## config.mk

```make
export PLATFORM = sky130hd
export DESIGN_NAME = uart_cmd_collector
export DESIGN_NICKNAME = d
export VERILOG_FILES = /design/src/rtl/uart_cmd_collector.sv
export SDC_FILE = /design/constraint.sdc
export NUM_CORES = 1
export LEC_CHECK = 0
export ABC_AREA = 1
export CORE_MARGIN = 1.5
export CORE_UTILIZATION = 55
export CTS_CLUSTER_DIAMETER = 30
export DETAILED_ROUTE_END_ITERATION = 6
export DONT_BUFFER_PORTS = 1
export PLACE_DENSITY = 0.81
export SETUP_SLACK_MARGIN = 0.05
export SYNTH_ARGS = -nofsm -noshare
export SYNTH_HDL_FRONTEND = slang
export SYNTH_SLANG_ARGS = --single-unit
```

## constraint.sdc

```tcl
create_clock -name clk -period 2.5 [get_ports clk]
set_input_delay 0.5 -clock clk [delete_from_list [all_inputs] [get_ports clk]]
set_output_delay 0.5 -clock clk [all_outputs]
set_load 0.05 [all_outputs]
```

## src/rtl/uart_cmd_collector.sv

```systemverilog
// Collects three UART bytes into one 24-bit command, first byte in the MSBs.
// Handles the UART receiver handshake, reports overwrites and discards partial commands on an inter-byte timeout.
module uart_cmd_collector #(
   parameter int unsigned TIMEOUT_CYC = 52080
) (
   input  logic        clk,
   input  logic        rst_n,
   input  logic        rx_rdy,
   input  logic [7:0]  rx_data,
   output logic        clr_rx_rdy,
   output logic [23:0] cmd,
   output logic        cmd_rdy,
   input  logic        clr_cmd_rdy,
   output logic        ovr,
   output logic        frm_err,
   output logic        busy
);

   localparam int unsigned CNT_W = $clog2(TIMEOUT_CYC + 1);
   localparam logic [CNT_W-1:0] CNT_LAST = CNT_W'(TIMEOUT_CYC - 1);

   typedef enum logic [1:0] {
      WAIT_B0 = 2'd0,
      WAIT_B1 = 2'd1,
      WAIT_B2 = 2'd2
   } state_t;

   state_t           state_q, state_d;
   logic             rx_rdy_q;
   logic [7:0]       byte0_q, byte0_d;
   logic [7:0]       byte1_q, byte1_d;
   logic [CNT_W-1:0] cnt_q, cnt_d;
   logic [23:0]      cmd_d;
   logic             cmd_rdy_d, ovr_d, frm_err_d;
   logic             capture_c, timeout_c;

   // Rising edge of the receiver flag; a capture outranks a coincident timeout.
   assign capture_c = rx_rdy & ~rx_rdy_q;
   assign timeout_c = (state_q != WAIT_B0) && (cnt_q == CNT_LAST) && !capture_c;
   assign busy      = (state_q != WAIT_B0);

   // State register plus all registered outputs
   always_ff @(posedge clk or negedge rst_n) begin
      if (!rst_n) begin
         state_q    <= WAIT_B0;
         rx_rdy_q   <= 1'b0;
         byte0_q    <= '0;
         byte1_q    <= '0;
         cnt_q      <= '0;
         cmd        <= '0;
         cmd_rdy    <= 1'b0;
         ovr        <= 1'b0;
         frm_err    <= 1'b0;
         clr_rx_rdy <= 1'b0;
      end else begin
         state_q    <= state_d;
         rx_rdy_q   <= rx_rdy;
         byte0_q    <= byte0_d;
         byte1_q    <= byte1_d;
         cnt_q      <= cnt_d;
         cmd        <= cmd_d;
         cmd_rdy    <= cmd_rdy_d;
         ovr        <= ovr_d;
         frm_err    <= frm_err_d;
         clr_rx_rdy <= capture_c;
      end
   end

   // Next-state and next-output decode
   always_comb begin
      state_d   = state_q;
      byte0_d   = byte0_q;
      byte1_d   = byte1_q;
      cnt_d     = '0;
      cmd_d     = cmd;
      cmd_rdy_d = cmd_rdy;
      ovr_d     = ovr;
      frm_err_d = 1'b0;

      if (clr_cmd_rdy && cmd_rdy) begin
         cmd_rdy_d = 1'b0;
         ovr_d     = 1'b0;
      end

      unique case (state_q)
         WAIT_B0: begin
            if (capture_c) begin
               byte0_d = rx_data;
               state_d = WAIT_B1;
            end
         end
         WAIT_B1: begin
            if (capture_c) begin
               byte1_d = rx_data;
               state_d = WAIT_B2;
            end else if (timeout_c) begin
               byte0_d   = '0;
               state_d   = WAIT_B0;
               frm_err_d = 1'b1;
            end else begin
               cnt_d = cnt_q + CNT_W'(1);
            end
         end
         WAIT_B2: begin
            if (capture_c) begin
               // Completion wins over a same-cycle consumer acknowledge
               cmd_d     = {byte0_q, byte1_q, rx_data};
               cmd_rdy_d = 1'b1;
               if (cmd_rdy && !clr_cmd_rdy) ovr_d = 1'b1;
               byte0_d   = '0;
               byte1_d   = '0;
               state_d   = WAIT_B0;
            end else if (timeout_c) begin
               byte0_d   = '0;
               byte1_d   = '0;
               state_d   = WAIT_B0;
               frm_err_d = 1'b1;
            end else begin
               cnt_d = cnt_q + CNT_W'(1);
            end
         end
         default: begin
            state_d = WAIT_B0;
         end
      endcase
   end

endmodule

```

# After elaboration in Yosys (flattened, before gate mapping)
# Cells that the tools add are included.
dict set report totals {
  in_bits 12
  regBits 63
  out_inout_bits 29
  elab_cells 60
}
dict set report op_classes {
  addsub 1
  reduce_logical 14
  muxes 26
  bitwise 2
  n_eq_ne 7
}
# operator count
set ops {}
lappend ops {{16-bit two-way mux} 3}
lappend ops {{8-bit two-way mux} 6}
lappend ops {{8-bit case mux with 3 select lines} 1}
lappend ops {{16-bit by 1-bit adder with 16-bit output, second input constant} 1}
lappend ops {{16-bit == test, second input constant} 1}
lappend ops {{8-bit case mux with 2 select lines} 1}
lappend ops {{1-bit two-way mux} 10}
lappend ops {{2-bit two-way mux} 4}
lappend ops {{2-bit inequality test, second input constant} 3}
lappend ops {{2-bit case mux with 3 select lines} 1}
lappend ops {{3-bit AND reduction} 2}
lappend ops {{1-bit logical AND} 4}
lappend ops {{2-bit nonzero test} 2}
lappend ops {{3-bit inequality test, second input constant} 1}
lappend ops {{3-bit nonzero test} 1}
lappend ops {{2-bit by 1-bit == test with 1-bit output, second input constant} 1}
lappend ops {{2-bit == test, second input constant} 1}
lappend ops {{1-bit zero test} 2}
lappend ops {{2-bit zero test} 1}
lappend ops {{2-bit AND reduction} 1}
lappend ops {{2-bit OR reduction} 1}
lappend ops {{1-bit bitwise AND} 1}
lappend ops {{1-bit inverter} 1}

# Logic depth before layout (Yosys ltp)
# Gate-level depths: netlist (run 1).
dict set report logic_depth {
  ltp_word 7
  mapped_depth 12
  mapped_depth_nobuf 12
}

# Worst setup path before layout (run 1)
# Ideal clock, no wire load.
dict set report synth_path {
  path_kind {register to register}
  from {register state_q[0]}
  to {register byte0_q[0]}
  setup_slack_ns 0.609
  t_arrival_ns 1.775
  path_stages_with_launch 13
  cell_sequence {dfrtp_1 > inv_1 > ha_1 > inv_1 > nand2_1 > nor2_1 > nand3_2 > nand2_1 > nand2_1 > nand3_2 > nand2_2 > nand2_1 > nand2_1}
}
dict set report synth_between {
  elab_chain_len 6
  word_cells_on_any_way 14
}
# item line_no
set synth_lines {}
lappend synth_lines {{start, declared} 28} ;# state_t state_q, state_d;
lappend synth_lines {{start signal, assigned} 56} ;# state_q <= state_d;
lappend synth_lines {{2-bit nonzero test (*)} -}
lappend synth_lines {{via busy} 16} ;# output logic busy
lappend synth_lines {{1-bit logical AND (*) (2 in a row)} 39} ;# assign timeout_c = (state_q != WAIT_B0) && (cnt_q == CNT_LAST) && !capture_c;
lappend synth_lines {{8-bit two-way mux (*)} -}
lappend synth_lines {{8-bit two-way mux, on equally long branches} -}
lappend synth_lines {{8-bit case mux with 3 select lines (*)} 85} ;# unique case (state_q)
lappend synth_lines {{end signal, assigned} 58} ;# byte0_q <= byte0_d;
lappend synth_lines {{end, declared} 30} ;# logic [7:0] byte0_q, byte0_d;
# The timed path passes the listed nets; every way through them passes the cells marked *. The select of a mux whose other input is x is not followed.
# A chain may end at the register's enable or synchronous reset.

# Worst setup path in the final report (run 1)
dict set report layout_path {
  from {register state_q[0]}
  to {output busy}
}
dict set report layout_between {
  elab_chain_len 1
}
# item line_no
set layout_lines {}
lappend layout_lines {{2-bit nonzero test} 40} ;# assign busy = (state_q != WAIT_B0);
lappend layout_lines {{end, declared} 16}
# Every way passes these cells.

==> results by group, run 1 <==
CTS
  • CTS Buffer Depth: 2
  • Clk_lat worst skew: 0.34 ns
  • Clk sink count: 63
  • # resized after CTS: 0
  • CTS Root Cell: clkbuf_8
  • H-tree depth: 3
  • CTS Buf Count: 9
  • Clk pin slew, worst setup/hold paths: 0.07 ns
  • CTS tree: built

Floorplan
  • Rows: 25
  • Die footprint: 5594 um^2
  • # IOs: 41
  • Core area: 4848 um^2
  • Die width: 74.80 um
  • Initial Utilization: 58.48%
  • Chip Height: 74.80 um

Worst setup path
  • Crit path buffers/inverters: 3
  • WS Path Type: flip-flop to primary output
  • Crit end category: primary output
  • CP most frequent cell: inv_1
  • Max Fanout on Critical Path: 4
  • WP data arrival: 1.36 ns
  • Setup crit start kind: flip-flop
  • Crit-path cells: inv_1 > ha_1 > inv_1 > buf_4
  • Worst endpoint required time: 2.00 ns
  • Slowest cell on the critical path: dfrtp_1
  • Largest delay share family, worst path: flip-flops
  • Worst path max stage delay: 0.40 ns

Timing
  • Crit share post-route: 74.39%
  • Min setup slack post-route: 0.6403 ns
  • Final setup fails: 0
  • Slew Limit Fails: 0
  • Worst-Margin Slew: 0.5056 ns
  • Final hold vios: 0
  • RSZ-0062 raised after global routing: false
  • Period minus WS final: 1.860 ns
  • Setup TNS Final: 0 ns
  • Setup Skew: 0.009388 ns
  • Slew margin rel.: 66.30%
  • Max Freq: 537.7 MHz

Drt
  • Drt initial violations: 152
  • Drt wl/cell: 13.44 um
  • DRC: 0
  • Vias per cell: 5.192
  • Detail Route Antenna Nets: 0
  • WL final: 5.240 mm
  • Via count: 2025
  • First-pass detailed-route iteration total: 4

Global routing
  • First-pass GRT wire length: 8.714 mm
  • Vias in the first global route: 1904
  • GRT overflow: 0
  • Antenna violations before repair: 0
  • Largest net degree at the start of global routing: 64
  • GR Util All Layers: 21.36%

Logic synthesis
  • Seq/Total Area, Yosys: 55.60%
  • Register bit count reported by yosys: 63
  • Yosys cell types: 35
  • Post-synth top area share: 55.60%
  • Synthesized area per cell: 9.058 um^2
  • Syn nets: 330
  • Yosys warning count: 0
  • Synth area leaders: dfrtp_1 (56%), nand2_1 (14%), inv_1 (3.7%), o21ai_0 (3.4%), nor2_1 (2.6%)
  • Syn Std Cell Area: 2835 um^2
  • Post-Syn Instances: 313
  • Cell taking the most area after synthesis: dfrtp_1

Power and ir drop
  • Sequential power share: 52.1%
  • Cell Pwr Density: 1338 nW/um^2
  • Net Switching: 1897 uW
  • Overall power: 4198 uW
  • Combinational cell fraction of total power: 23.1%
  • Pleak: 0.001557 uW
  • Clock power share: 24.8%
  • Switching Fraction: 45.19%
  • VDD IR max: 0.0008968 V
  • P_int: 2301 uW

Placed design
  • Port bufs: 0
  • Final GP Congestion: 0.9133
  • DP Worst Slack: 0.6458 ns
  • Hpwl dp: 3.574 mm

Finish
  • Final nets: 335
  • Most frequent cells in the layout: nand2_1 (105), dfrtp_1 (63), inv_1 (28), nor2_1 (20), o21ai_0 (19)
  • Most common cell after layout, fill and taps aside: nand2_1
  • Proportion of layout cells with a drive suffix above 1: 13.00%
  • ANT cells: 0
  • Area growth from synthesis to layout: 10.68%

Run
  • Max Cap Violations: 0

Run status
  • Run status: finished, final reports clean

Worst hold path
  • Hold Crit Class: input pin to async pin
## area by class of cell
| type | count | area [um^2] |
|---|---|---|
| multi-input combinational | 210 | 1077 |
| clock inverter | 4 | 76.32 |
| clock buffer | 12 | 165.2 |
| timing repair buffer | 2 | 35.03 |
| tap | 67 | 83.83 |
| inverter | 32 | 123.9 |
| sequential | 63 | 1577 |
| fill | 399 | 1710 |
## routing by layer
layer	global-route usage, %	routed length, um	vias to the layer above
met5	0	0	-
met4	12.32	112	0
met3	7.764	328	10
met2	31.94	2441	55
met1	26.87	2358	957
li1	-	-	1003
## registers in the layout, indices dropped and copies added, names as in the netlist, named ones only
| signal | flops |
|---|---|
| rx_rdy_q | 1 |
| byte1_q | 8 |
| cmd | 24 |
| cnt_q | 16 |
| clr_rx_rdy | 1 |
| frm_err | 1 |
| state_q | 2 |
| byte0_q | 8 |
| cmd_rdy | 1 |
## stage by stage
step | hold slack, ns | cell area (um^2) | utilization (%) | instances
finish | 0.02678 | 3138 | 64.72 | 390
floorplan | 0.2044 | 2835 | - | 313
global placement | 0.2072 | 2869 | 59.17 | 373
global route | 0.03599 | 3138 | 64.72 | 390
CTS | 0.03287 | 3138 | 64.72 | 390
detailed placement | 0.2068 | 2869 | 59.17 | 373
## worst reg2reg max path: cells and delay by family, from the launching register on
family                     cells  cell delay (ns)
buffers and inverters          2             0.18
DFF                            1             0.40
adders and majority gates      1             0.24
and+or+nand+nor                4             0.45
AOI/OAI and AO/OA              2             0.50
## power by group through the flow
| stage | logic, uW | registers [uW] | clock network [uW] |
|---|---|---|---|
| finish | 971 | 2190 | 1040 |
| global route | 1120 | 2230 | 1100 |
| CTS | 983 | 2190 | 1050 |
| detailed placement | 949 | 2210 | 0 |
| global placement | 907 | 2200 | 0 |
| floorplan | 806 | 2150 | 0 |
## synth_stat cells, drive strengths merged
library cell    n
dfrtp          63
clkbuf          1
ha              5
nand4           5
inv            31
nand2         108
a211oi          1
nor2           25
a31oi           1
nand3          16
xor2            5
nor3            8
buf             7
xnor2           1
a21oi           7
nor4            1
nor3b           1
a2bb2oi         1
o21ai          23
and3            1
or2             1
clkinv          1
## cells by family (layout without fill, tap and decap cells)
logic type                 after synthesis  count (layout)  synth area share (%)
AOI/OAI and AO/OA                       33              33                 7.061
xor gates and xnor gates                 6               6                 1.853
adders and majority gates                5               5                 2.207
buffers and inverters                   40              50                 6.399
DFF                                     63              63                 55.60
and+or+nand+nor                        166             166                 26.88
## timing repair
item,CTS,global route
endpoints found under the setup margin,0,0
setup buffers,0,0
hold buffers,1,0
endpoints found under the hold margin,63,0
## worst paths after layout
path,start,endpoint,slack (ns),cells past startpoint
max in group asynchronous,rst_n,cnt_q[3],2.22,1
hold reg to reg,cnt_q[0],cnt_q[0],0.46,1
setup / recovery,state_q[0],busy,0.64,4
hold / removal,rst_n,cmd[20],0.03,1
setup reg to reg,state_q[0],byte1_q[5],0.65,9
min in group clk,rx_rdy,rx_rdy_q,0.18,0
(Power assumes the default switching activity.)
==> run 2, diff against run 1 <==
- clock period: 2.5 -> 1.9 ns (I/O delays scaled with it)
==> run 2 against run 1 <==
  * Clock power grew 11%
  * Clock skew is essentially flat
  * Sequential share of layout area shrank 1.0 points
  * Die area is the same
  * Total power grew 30%
  * Critical path depth grew 6
  * Final area grew 2.1%
  * Cell count grew 2.3%
  * Register-to-register slack lost 0.46 ns
  * Critical endpoint is now cnt_q[2]
==> results by group, run 2 (synthesized netlist as in run 1, its figures left out) <==
CTS
  • Clk sink count: 63 (unchanged)
  • Clk_lat worst skew: 0.34 ns (about the same)
  • CTS Root Cell: clkbuf_8
  • Clk pin slew, worst setup/hold paths: 0.07 ns (about the same)
  • CTS tree: built
  • H-tree depth: 3 (unchanged)
  • CTS Buffer Depth: 2 (unchanged)
  • CTS Buf Count: 9 (unchanged)

Worst setup path
  • Setup crit start kind: flip-flop
  • Max Fanout on Critical Path: 12 (+8)
  • Reg2reg start: state_q[1]
  • WP data arrival: 1.96 ns (+0.60 ns)
  • WS Path Type: flip-flop to flip-flop
  • Worst endpoint required time: 2.15 ns (+0.15 ns)
  • Crit path from: state_q[1]
  • Crit end category: flip-flop

Global routing
  • Met3 usage: 7.229% (-0.54 points)
  • Largest net degree at the start of global routing: 64 (unchanged)
  • Global routing's busiest layer: met2
  • Met1 Use GR: 27.27% (+0.40 points)
  • GRT overflow: 0 (unchanged)
  • Grt met2 use: 35.71% (+3.8 points)
  • Vias in the first global route: 2053 (+7.8%)
  • Antenna violations before repair: 0 (unchanged)
  • GR Util All Layers: 22.20% (+0.84 points)
  • First-pass GRT wire length: 9.094 mm (+4.4%)

Drt
  • DRC: 0 (unchanged)
  • Detail Route Antenna Nets: 0 (unchanged)
  • Drt wl/cell: 14.20 um (+5.7%)
  • Drt initial violations: 132 (-13%)
  • Via count: 2058 (+1.6%)
  • WL final: 5.665 mm (+8.1%)
  • Vias per cell: 5.158 (-0.66%)
  • First-pass detailed-route iteration total: 4 (unchanged)

Finish
  • Multi-input logic area: 1100 um^2 (+2.1%)
  • Fillers: 389 (-2.5%)
  • Cell area after layout: 3203 um^2 (+2.1%)
  • Most common cell after layout, fill and taps aside: nand2_1
  • Top Registers: cmd x24, cnt_q x16
  • Proportion of layout cells with a drive suffix above 1: 16.57% (+3.6 points)
  • ANT cells: 0 (unchanged)
  • Number of flip-flops under the largest register name: 24 (unchanged)
  • Sequential Area: 1577 um^2 (unchanged)
  • Finished Layout Cells: 399 (+2.3%)
  • Most frequent cells in the layout: nand2_1 (104), dfrtp_1 (63), inv_1 (26), nor2_1 (19), o21ai_0 (19)
  • Area growth from synthesis to layout: 12.97%
  • Top reg by flops: cmd
  • Final nets: 344 (+2.7%)

Floorplan
  • Chip Height: 74.80 um (unchanged)
  • Core area: 4848 um^2 (unchanged)
  • Die footprint: 5594 um^2 (unchanged)
  • Die width: 74.80 um (unchanged)
  • Initial Utilization: 58.48% (unchanged)
  • # IOs: 41 (unchanged)
  • Rows: 25 (unchanged)

Timing
  • Worst-Margin Slew: 0.4985 ns (-0.007033 ns)
  • Worst hold slack: 0.06452 ns (+0.03774 ns)
  • Period minus WS final: 1.706 ns
  • Final hold vios: 0 (unchanged)
  • Max Freq: 586.1 MHz
  • Crit share post-route: 89.80%
  • Slew margin rel.: 66.77% (+0.47 points)
  • Setup Skew: 0.009286 ns (-0.0001022 ns)
  • RSZ-0062 raised after global routing: true
  • Setup TNS Final: 0 ns (unchanged)
  • Final setup fails: 0 (unchanged)
  • Slew Limit Fails: 0 (unchanged)

Worst hold path
  • Hold Crit Start: rx_rdy
  • Hold Crit Class: input pin to flip-flop

Placed design
  • Placed cell area: 2915 um^2 (+1.6%)
  • Port bufs: 0 (unchanged)
  • Final GP Congestion: 0.9394 (+2.9%)
  • Dpl cells: 377 (+1.1%)
  • Hpwl dp: 3.869 mm (+8.2%)

Run status
  • Run status: finished, final reports clean

Power and ir drop
  • VDD IR max: 0.0007011 V (-22%)
  • Pleak: 0.001578 uW (+1.3%)
  • Cell Pwr Density: 1709 nW/um^2 (+28%)

Run
  • Max Cap Violations: 0 (unchanged)
run 2: changes by cell type in the layout (fill, tap and decap cells not counted), moves of 2 or more:
cell and delta:
clkinvlp_4 +2, inv_1 -2, clkbuf_8 -2, clkinv_2 +3
buf_4 +7
run 2: metrics by stage:
stage | setup slack [ns] | util [%] | total power [uW]
5_1_grt | 0.04813 | 66.06 | 5827
3_3_place_gp | 0.1813 | 60.13 | 4154
3_5_place_dp | 0.1121 | 60.13 | 4244
4_1_cts | 0.08642 | 64.21 | 5407
6_report | 0.1939 | 66.06 | 5476
2_1_floorplan | 0.05861 | - | 3950
run 2: cell type report:
type | instances | area share [%]
clock buffers | 10 | 4.297
clock inverters | 6 | 1.875
inverters | 32 | 3.984
multi-input cells | 210 | 34.34
flip-flops and latches | 63 | 49.22
well taps | 67 | 2.617
repair buffers | 11 | 3.672
run 2: worst max-delay path, stage by stage (launching register included):
cell and delay, ns:
dfrtp_1 0.39, inv_1 0.12, ha_4 0.18, clkinvlp_4 0.08, nand2_1 0.09, nor2_2 0.06, nand3_2 0.10, nand2_2 0.08
nor2_4 0.18, inv_2 0.13, nor3b_1 0.21
run 2: metal layers:
metal,part of all wire (%),vias to the layer above
li1,-,1015
met1,43,957
met2,48,70
met3,6.7,16
met4,2.5,0
met5,0,-
run 2: final timing paths:
| kind | cells after the start | slack (ns) | endpoint |
|---|---|---|---|
| max | 10 | 0.19 | cnt_q[2] |
| min | 0 | 0.06 | rx_rdy_q |
| max reg2reg | 10 | 0.19 | cnt_q[2] |
| min reg2reg | 2 | 0.48 | byte0_q[1] |
| max in group asynchronous | 2 | 1.06 | state_q[0] |
| min in group asynchronous | 2 | 0.58 | byte0_q[2] |
run 2: report_power, final:
group	total, uW	internal (uW)	switching [uW]
Combinational	1450	524	928
Clock	1150	633	515
Sequential	2870	1770	1110
run 2: timing repair:
item,CTS,global route
buffers inserted,0,4
setup endpoints to repair,0,25
hold endpoints to repair,63,63
gates resized for setup,0,4
